`src/rtl/lsu_pkg.sv`:
```
// Shared definitions for the load/store unit: access-size codes, FSM state
// encoding and the alignment rule used to reject bad accesses.
package lsu_pkg;

    localparam logic [1:0] SZ_BYTE    = 2'b00;
    localparam logic [1:0] SZ_HALF    = 2'b01;
    localparam logic [1:0] SZ_WORD    = 2'b10;
    localparam logic [1:0] SZ_ILLEGAL = 2'b11;

    typedef enum logic [1:0] {
        ST_IDLE = 2'd0,
        ST_WR   = 2'd1,
        ST_RESP = 2'd2
    } lsu_state_t;

    // An access is rejected when its size is illegal or its address is not
    // naturally aligned for that size.
    function automatic logic access_err(input logic [1:0] size, input logic [1:0] lane);
        logic err;
        case (size)
            SZ_BYTE: err = 1'b0;
            SZ_HALF: err = lane[0];
            SZ_WORD: err = |lane;
            default: err = 1'b1;
        endcase
        return err;
    endfunction

endpackage

```
`src/rtl/lsu_if.sv`:
```
// Datapath request/response bus plus the data-memory port of the LSU.
// master = datapath/memory side, slave = the load/store unit.
interface lsu_if #(parameter int width = 8);

    logic                 req_valid;
    logic                 req_ready;
    logic                 req_we;
    logic [1:0]           req_size;
    logic                 req_unsigned;
    logic [31:0]          req_addr;
    logic [4*width-1:0]   req_wdata;
    logic                 rsp_valid;
    logic [4*width-1:0]   rsp_rdata;
    logic                 rsp_err;
    logic [31:0]          mem_addr;
    logic [4*width-1:0]   mem_wd;
    logic                 mem_we;
    logic [4*width-1:0]   mem_rd;

    modport master (
        output req_valid, req_we, req_size, req_unsigned, req_addr, req_wdata,
        input  req_ready, rsp_valid, rsp_rdata, rsp_err,
        input  mem_addr, mem_wd, mem_we,
        output mem_rd
    );

    modport slave (
        input  req_valid, req_we, req_size, req_unsigned, req_addr, req_wdata,
        output req_ready, rsp_valid, rsp_rdata, rsp_err,
        output mem_addr, mem_wd, mem_we,
        input  mem_rd
    );

endinterface

```
`src/rtl/lsu_lane_mux.sv`:
```
// Combinational lane logic: extracts/extends load data from a memory word and
// merges sized store data into the word read back from memory.
module lsu_lane_mux
    import lsu_pkg::*;
#(
    parameter int width = 8
) (
    input  logic [1:0]         size,
    input  logic               is_unsigned,
    input  logic [1:0]         lane,
    input  logic [4*width-1:0] rd_word,
    input  logic [4*width-1:0] wdata,
    output logic [4*width-1:0] load_data,
    output logic [4*width-1:0] store_word
);

    localparam int W = 4 * width;

    logic [width-1:0]   byte_sel;
    logic [2*width-1:0] half_sel;

    always_comb begin
        byte_sel  = rd_word[int'(lane) * width +: width];
        half_sel  = rd_word[int'(lane[1]) * 2 * width +: 2 * width];
        load_data = rd_word;
        case (size)
            SZ_BYTE: load_data = {{(W - width){~is_unsigned & byte_sel[width-1]}}, byte_sel};
            SZ_HALF: load_data = {{(W - 2*width){~is_unsigned & half_sel[2*width-1]}}, half_sel};
            default: load_data = rd_word;
        endcase
    end

    // Store data is right-justified, so each lane picks its source from the
    // low lanes of wdata according to its offset within the access.
    for (genvar gi = 0; gi < 4; gi++) begin : g_lane
        logic             hit;
        logic [width-1:0] src;

        always_comb begin
            hit = 1'b0;
            src = wdata[gi*width +: width];
            case (size)
                SZ_BYTE: begin
                    hit = (lane == 2'(gi));
                    src = wdata[width-1:0];
                end
                SZ_HALF: begin
                    hit = (lane[1] == 1'(gi / 2));
                    src = wdata[(gi % 2)*width +: width];
                end
                SZ_WORD: hit = 1'b1;
                default: hit = 1'b0;
            endcase
        end

        assign store_word[gi*width +: width] = hit ? src : rd_word[gi*width +: width];
    end

endmodule

```
`src/rtl/load_store_unit.sv`:
```
// Load/store unit: single outstanding access, read-modify-write for sub-word
// stores, one-cycle response pulse.
module load_store_unit
    import lsu_pkg::*;
#(
    parameter int width = 8
) (
    input  logic  clk,
    input  logic  rst,
    lsu_if.slave  bus
);

    lsu_state_t         state_reg, state_next;
    logic [31:0]        addr_reg, addr_next;
    logic [4*width-1:0] wd_reg, wd_next;
    logic [4*width-1:0] rdata_reg, rdata_next;
    logic               err_reg, err_next;

    logic [4*width-1:0] load_data;
    logic [4*width-1:0] store_word;
    logic [31:0]        aligned_addr;
    logic               req_err;

    assign aligned_addr = {bus.req_addr[31:2], 2'b00};
    assign req_err      = access_err(bus.req_size, bus.req_addr[1:0]);

    lsu_lane_mux #(.width(width)) u_lane_mux (
        .size        (bus.req_size),
        .is_unsigned (bus.req_unsigned),
        .lane        (bus.req_addr[1:0]),
        .rd_word     (bus.mem_rd),
        .wdata       (bus.req_wdata),
        .load_data   (load_data),
        .store_word  (store_word)
    );

    always_comb begin
        state_next    = state_reg;
        addr_next     = addr_reg;
        wd_next       = wd_reg;
        rdata_next    = rdata_reg;
        err_next      = err_reg;
        bus.req_ready = 1'b0;
        bus.rsp_valid = 1'b0;
        bus.mem_we    = 1'b0;
        bus.mem_addr  = addr_reg;
        bus.mem_wd    = wd_reg;

        case (state_reg)
            ST_IDLE: begin
                bus.req_ready = 1'b1;
                bus.mem_addr  = aligned_addr;
                if (bus.req_valid) begin
                    addr_next = aligned_addr;
                    if (req_err) begin
                        rdata_next = '0;
                        err_next   = 1'b1;
                        state_next = ST_RESP;
                    end else if (bus.req_we) begin
                        wd_next    = store_word;
                        rdata_next = '0;
                        err_next   = 1'b0;
                        state_next = ST_WR;
                    end else begin
                        rdata_next = load_data;
                        err_next   = 1'b0;
                        state_next = ST_RESP;
                    end
                end
            end
            ST_WR: begin
                // Address and data come purely from registers here.
                bus.mem_we = 1'b1;
                state_next = ST_RESP;
            end
            ST_RESP: begin
                bus.rsp_valid = 1'b1;
                state_next    = ST_IDLE;
            end
            default: state_next = ST_IDLE;
        endcase
    end

    assign bus.rsp_rdata = rdata_reg;
    assign bus.rsp_err   = err_reg;

    always_ff @(posedge clk) begin
        if (rst) begin
            state_reg <= ST_IDLE;
            addr_reg  <= '0;
            wd_reg    <= '0;
            rdata_reg <= '0;
            err_reg   <= 1'b0;
        end else begin
            state_reg <= state_next;
            addr_reg  <= addr_next;
            wd_reg    <= wd_next;
            rdata_reg <= rdata_next;
            err_reg   <= err_next;
        end
    end

endmodule

```
`src/flat_wrapper.sv`:
```
// flat-port wrapper written by rule: the top's interface ports become plain ports
module load_store_unit_flat import lsu_pkg::*;
#(
    parameter int width = 8
)
  (clk, rst, bus_req_valid, bus_req_we, bus_req_size, bus_req_unsigned, bus_req_addr, bus_req_wdata, bus_req_ready, bus_rsp_valid, bus_rsp_rdata, bus_rsp_err, bus_mem_addr, bus_mem_wd, bus_mem_we, bus_mem_rd);
  lsu_if #(.width(width)) bus_i ();
  input  logic clk;
  input  logic rst;
  input wire logic [$bits(bus_i.req_valid)-1:0] bus_req_valid;
  input wire logic [$bits(bus_i.req_we)-1:0] bus_req_we;
  input wire logic [$bits(bus_i.req_size)-1:0] bus_req_size;
  input wire logic [$bits(bus_i.req_unsigned)-1:0] bus_req_unsigned;
  input wire logic [$bits(bus_i.req_addr)-1:0] bus_req_addr;
  input wire logic [$bits(bus_i.req_wdata)-1:0] bus_req_wdata;
  output wire logic [$bits(bus_i.req_ready)-1:0] bus_req_ready;
  output wire logic [$bits(bus_i.rsp_valid)-1:0] bus_rsp_valid;
  output wire logic [$bits(bus_i.rsp_rdata)-1:0] bus_rsp_rdata;
  output wire logic [$bits(bus_i.rsp_err)-1:0] bus_rsp_err;
  output wire logic [$bits(bus_i.mem_addr)-1:0] bus_mem_addr;
  output wire logic [$bits(bus_i.mem_wd)-1:0] bus_mem_wd;
  output wire logic [$bits(bus_i.mem_we)-1:0] bus_mem_we;
  input wire logic [$bits(bus_i.mem_rd)-1:0] bus_mem_rd;
  assign bus_i.req_valid = bus_req_valid;
  assign bus_i.req_we = bus_req_we;
  assign bus_i.req_size = bus_req_size;
  assign bus_i.req_unsigned = bus_req_unsigned;
  assign bus_i.req_addr = bus_req_addr;
  assign bus_i.req_wdata = bus_req_wdata;
  assign bus_req_ready = bus_i.req_ready;
  assign bus_rsp_valid = bus_i.rsp_valid;
  assign bus_rsp_rdata = bus_i.rsp_rdata;
  assign bus_rsp_err = bus_i.rsp_err;
  assign bus_mem_addr = bus_i.mem_addr;
  assign bus_mem_wd = bus_i.mem_wd;
  assign bus_mem_we = bus_i.mem_we;
  assign bus_i.mem_rd = bus_mem_rd;
  load_store_unit #(.width(width)) u_core (.clk(clk), .rst(rst), .bus(bus_i));
endmodule
```
`config.mk`:
```
export PLATFORM = sky130hd
export DESIGN_NAME = load_store_unit_flat
export DESIGN_NICKNAME = d
export VERILOG_FILES = /design/src/rtl/lsu_pkg.sv /design/src/rtl/lsu_if.sv /design/src/rtl/lsu_lane_mux.sv /design/src/rtl/load_store_unit.sv /design/src/flat_wrapper.sv
export SDC_FILE = /design/constraint.sdc
export NUM_CORES = 1
export LEC_CHECK = 0
export BUFFER_PORTS_ARGS = -buffer_cell sky130_fd_sc_hd__buf_2
export CORE_MARGIN = 1
export CORE_UTILIZATION = 44
export DETAILED_ROUTE_END_ITERATION = 6
export GPL_ROUTABILITY_DRIVEN = 0
export GPL_TIMING_DRIVEN = 0
export PLACE_DENSITY = 0.84
export REMOVE_ABC_BUFFERS = 1
export SLEW_MARGIN = 40
export SYNTH_ARGS = -nofsm -noshare
export SYNTH_HDL_FRONTEND = slang
export SYNTH_SLANG_ARGS = --single-unit
```
`constraint.sdc`:
```
create_clock -name clk -period 1.5 [get_ports clk]
set_input_delay 0.225 -clock clk [delete_from_list [all_inputs] [get_ports clk]]
set_output_delay 0.225 -clock clk [all_outputs]
set_load 0.05 [all_outputs]
```
==> impl_summary.log <==
INFO  metric die_height = 109.2 µm
INFO  metric insertedDiodeCount = 0
INFO  metric final_setup_violation_count = roughly 100
INFO  metric path_class = register to primary output
INFO  metric synthesis.instances = approximately 570
INFO  metric relSlewSlack = 0.4057
INFO  metric dp_slack = -1.152 ns
INFO  metric grt-busiest-layer = met2
INFO  metric crit_path_max_fanout = 5
INFO  metric yosys.area_share.adder = 0
INFO  metric met2_usage = 0.5503
INFO  metric critPathCaptureType = primary output
INFO  metric violations = setup timing
INFO  metric number_of_register_bits_inferred_by_synthesis = 97
INFO  metric post_layout_nonfiller_instances = 935
INFO  metric via_count = 5,532
INFO  metric grt_overflow_total = 0
INFO  metric power_per_cell_area = around 900 nW/µm²
INFO  metric clockRootBuffer = sky130_fd_sc_hd__clkbuf_16
INFO  metric max_cap_violations = 0
INFO  metric drt_pre_antenna_iters = 5
INFO  metric final_nets = 893
INFO  metric min_period = 1.861 ns
INFO  metric worst_path_largest_cell_delay = 0.35 ns
INFO  metric cell_with_the_largest_stage_delay_on_the_worst_path = sky130_fd_sc_hd__dfxtp_4
INFO  metric yosys-mux-area-fraction = 0.1901
INFO  metric synth_sequential_area_ratio = 0.3842
INFO  metric synth_compound_gate_area_share = 0.2005
INFO  metric later_pin_clock_latency_in_the_skew_report = about 0.35 ns
INFO  metric design.die.area = approximately 12,000 µm²
INFO  metric syn_avg_cell_area = 8.884 µm²
INFO  metric post_synth_num_cell_types = 46
INFO  metric hpwlAfterDp = 11,240 µm
INFO  metric clock_tree_from_tritoncts = built
INFO  metric grt_pass1_vias = 5,257
INFO  metric first_iter_violations = 469
INFO  metric critPathLaunchType = register
INFO  metric peakVddDrop = approximately 0.7 mV
INFO  metric r2r_cells = 8
INFO  metric viasPerCell = 5.917
INFO  metric postSynth.asyncResetShare = 0
INFO  metric worst_r2r_endpoint = u_core.bus.mem_wd[31]
INFO  metric number_of_buffers_created_by_cts = 9
INFO  metric flow.area_growth_from_synthesis = 61.04%
INFO  metric min-delay-start = bus_req_addr[13]
INFO  metric max_clock_freq = roughly 540 MHz
INFO  metric min_to = u_core.addr_reg[13]
INFO  metric io_buffers = 200
INFO  metric synthXorXnorAreaFrac = 0
INFO  metric cts.reportedPaths.clkPinSlew = 0.07 ns
INFO  metric grt.total_usage = 0.3182
INFO  metric postSynth.topFlopCell = sky130_fd_sc_hd__dfxtp_1
INFO  metric worstHoldPathType = input pin to register
INFO  metric ios = slightly above 200
INFO  metric tightestPinTransition = 0.8915 ns
INFO  metric placed_cells = 866
INFO  metric final.period_utilization = 1.241
INFO  metric x_dimension_of_the_die = 109.2 µm
INFO  metric drive_above_1_share = 0.5723
INFO  metric critical_path_required = 1.27 ns
INFO  metric outcome = complete, but fails checks
INFO  metric grt_start_max_net_pins = 68
INFO  metric cp.arrival = 1.64 ns
INFO  metric mostFrequentLayoutCells = sky130_fd_sc_hd__buf_2, sky130_fd_sc_hd__dfxtp_1, sky130_fd_sc_hd__nand2_1
INFO  metric start_util = 0.4583
INFO  metric antenna_found_initial = 0
INFO  metric wl_per_cell = 22.80 µm
INFO  metric skew = about 0.0081 ns
INFO  metric drcViolationCount = 0
INFO  metric design.core.area = 11,030 µm²
INFO  metric post_synth_instance_area = approximately 5100 µm²
INFO  metric rr_startpoint = u_core.state_reg[0]
INFO  metric htree_num_levels = 3
INFO  metric synth_top_family_by_area = compound AO/OA/AOI/OAI gates
INFO  metric synth_enable_flop_cells = 0
INFO  metric wire_length_of_the_first_global_routing_pass = 27,940 µm
INFO  metric met3_usage = 0.08129
INFO  metric cts-root-to-sink-buffers = 2
INFO  metric drt_wl_total = 21,320 µm
INFO  metric timing.final.hold_violations = 0
INFO  metric rsz0062_at_grt = true
INFO  metric holdBufCountCts = 0
INFO  metric crit_path_cell_trace = nor2_4 > buf_12 > clkbuf_16 > mux2_4 > buf_6
INFO  metric final_core_utilization = 0.7380
INFO  metric synth_simple_gate_area_frac = 0.1723
INFO  metric regToRegSetupSlack = -0.28 ns
INFO  metric static-leakage-power = 3.877 nW
INFO  metric finalInstanceArea = ~8100 µm²
INFO  metric timing_max_transition_violations_final = 0
INFO  metric placed_area = 6082 µm²
INFO  metric grt_util_met1 = 0.3599
INFO  metric holdPathStages = 3
INFO  metric yosysWarnings = 0
INFO  metric numClockSinks = 97
INFO  metric layout.cells.most_common = sky130_fd_sc_hd__buf_2
INFO  metric final_worst_path_setup_slack = -0.3610 ns
INFO  metric floorplan.rows = 38
INFO  metric route.antenna.remaining_nets = 0
## where the power goes
group / switching [W] / internal [W]
logic: 0.00147 / 0.00105
registers: 0.0000988 / 0.00269
clock network: 0.00100 / 0.00122
total: 0.00257 / 0.00496
## cell usage after synthesis (all sizes together) (9+ instances only)
library cell | n | area [µm²]
a21oi | 36 | 210.2
nor2b | 21 | 138.9
buf | 23 | 158.9
dfxtp | 97 | 1942
o22ai | 16 | 100.1
clkbuf | 25 | 93.84
mux2i | 33 | 330.3
nor2 | 23 | 86.33
a221oi | 9 | 122.6
nand2b | 18 | 120.1
nand2 | 116 | 435.4
o21ai | 40 | 200.2
mux2 | 54 | 608.1
## metrics by stage
stage               TNS (ns)  hold slack (ns)  power [W]
finish                -20.63           0.1296   0.007535
global route          -25.70           0.1175   0.007737
CTS                   -20.10           0.1145   0.007148
detailed placement    -59.50           0.4358   0.004565
global placement     -174.55           0.4306   0.004510
floorplan            -106.51           0.2896   0.003964
## worst max path at each step
stage / end / startpoint / cells past startpoint / slack, ns
3_3_place_gp: u_core.bus.mem_wd[16] / u_core.state_reg[1] / 4 / -2.62
4_1_cts: bus_mem_addr[6] / u_core.state_reg[0] / 5 / -0.34
2_1_floorplan: bus_mem_addr[10] / u_core.state_reg[1] / 2 / -1.61
3_5_place_dp: u_core.bus.mem_wd[12] / u_core.state_reg[1] / 5 / -1.15
5_1_grt: bus_mem_addr[10] / u_core.state_reg[1] / 5 / -0.39
6_report: bus_mem_addr[2] / u_core.state_reg[1] / 5 / -0.36
## metal layers
metal | routed length, µm | share of wire | vias to the layer above
met3 | 2000 | 0.094 | 67
li1 | - | - | 2488
met1 | 8116 | 0.38 | 2630
met5 | 0 | 0 | -
met2 | 10370 | 0.49 | 347
met4 | 833 | 0.039 | 0
## critical path: cells and delay by family, from the launching register on
kind	cells	cell delay, ns
buf+inv	3	0.46
simple gates	1	0.15
mux	1	0.32
flops	1	0.35
## final cells by class
class	count	area, µm²
Inverter	3	11.26
Timing Repair Buffer	248	2027
Clock inverter	2	12.51
Multi-Input combinational cell	431	3701
Sequential cell	97	1949
Fill cell	766	2890
Tap cell	140	175.2
Clock buffer	14	264.0
## cells by family after synthesis
| family | Yosys count |
|---|---|
| and+or+nand+nor | 189 |
| AOI/OAI and AO/OA | 143 |
| DFF | 97 |
| muxes | 88 |
| buffers and inverters | 51 |
| other | 1 |
## what timing repair did
| action | in CTS | in global routing |
|---|---|---|
| pin swaps | 25 | 70 |
| cloned | 10 | 8 |
| setup buffers | 21 | 18 |
| resized for setup | 153 | 184 |
| endpoints found under the hold margin | 0 | 0 |
| setup endpoints to repair | 128 | 122 |
Power figures use the tool's default switching activity.
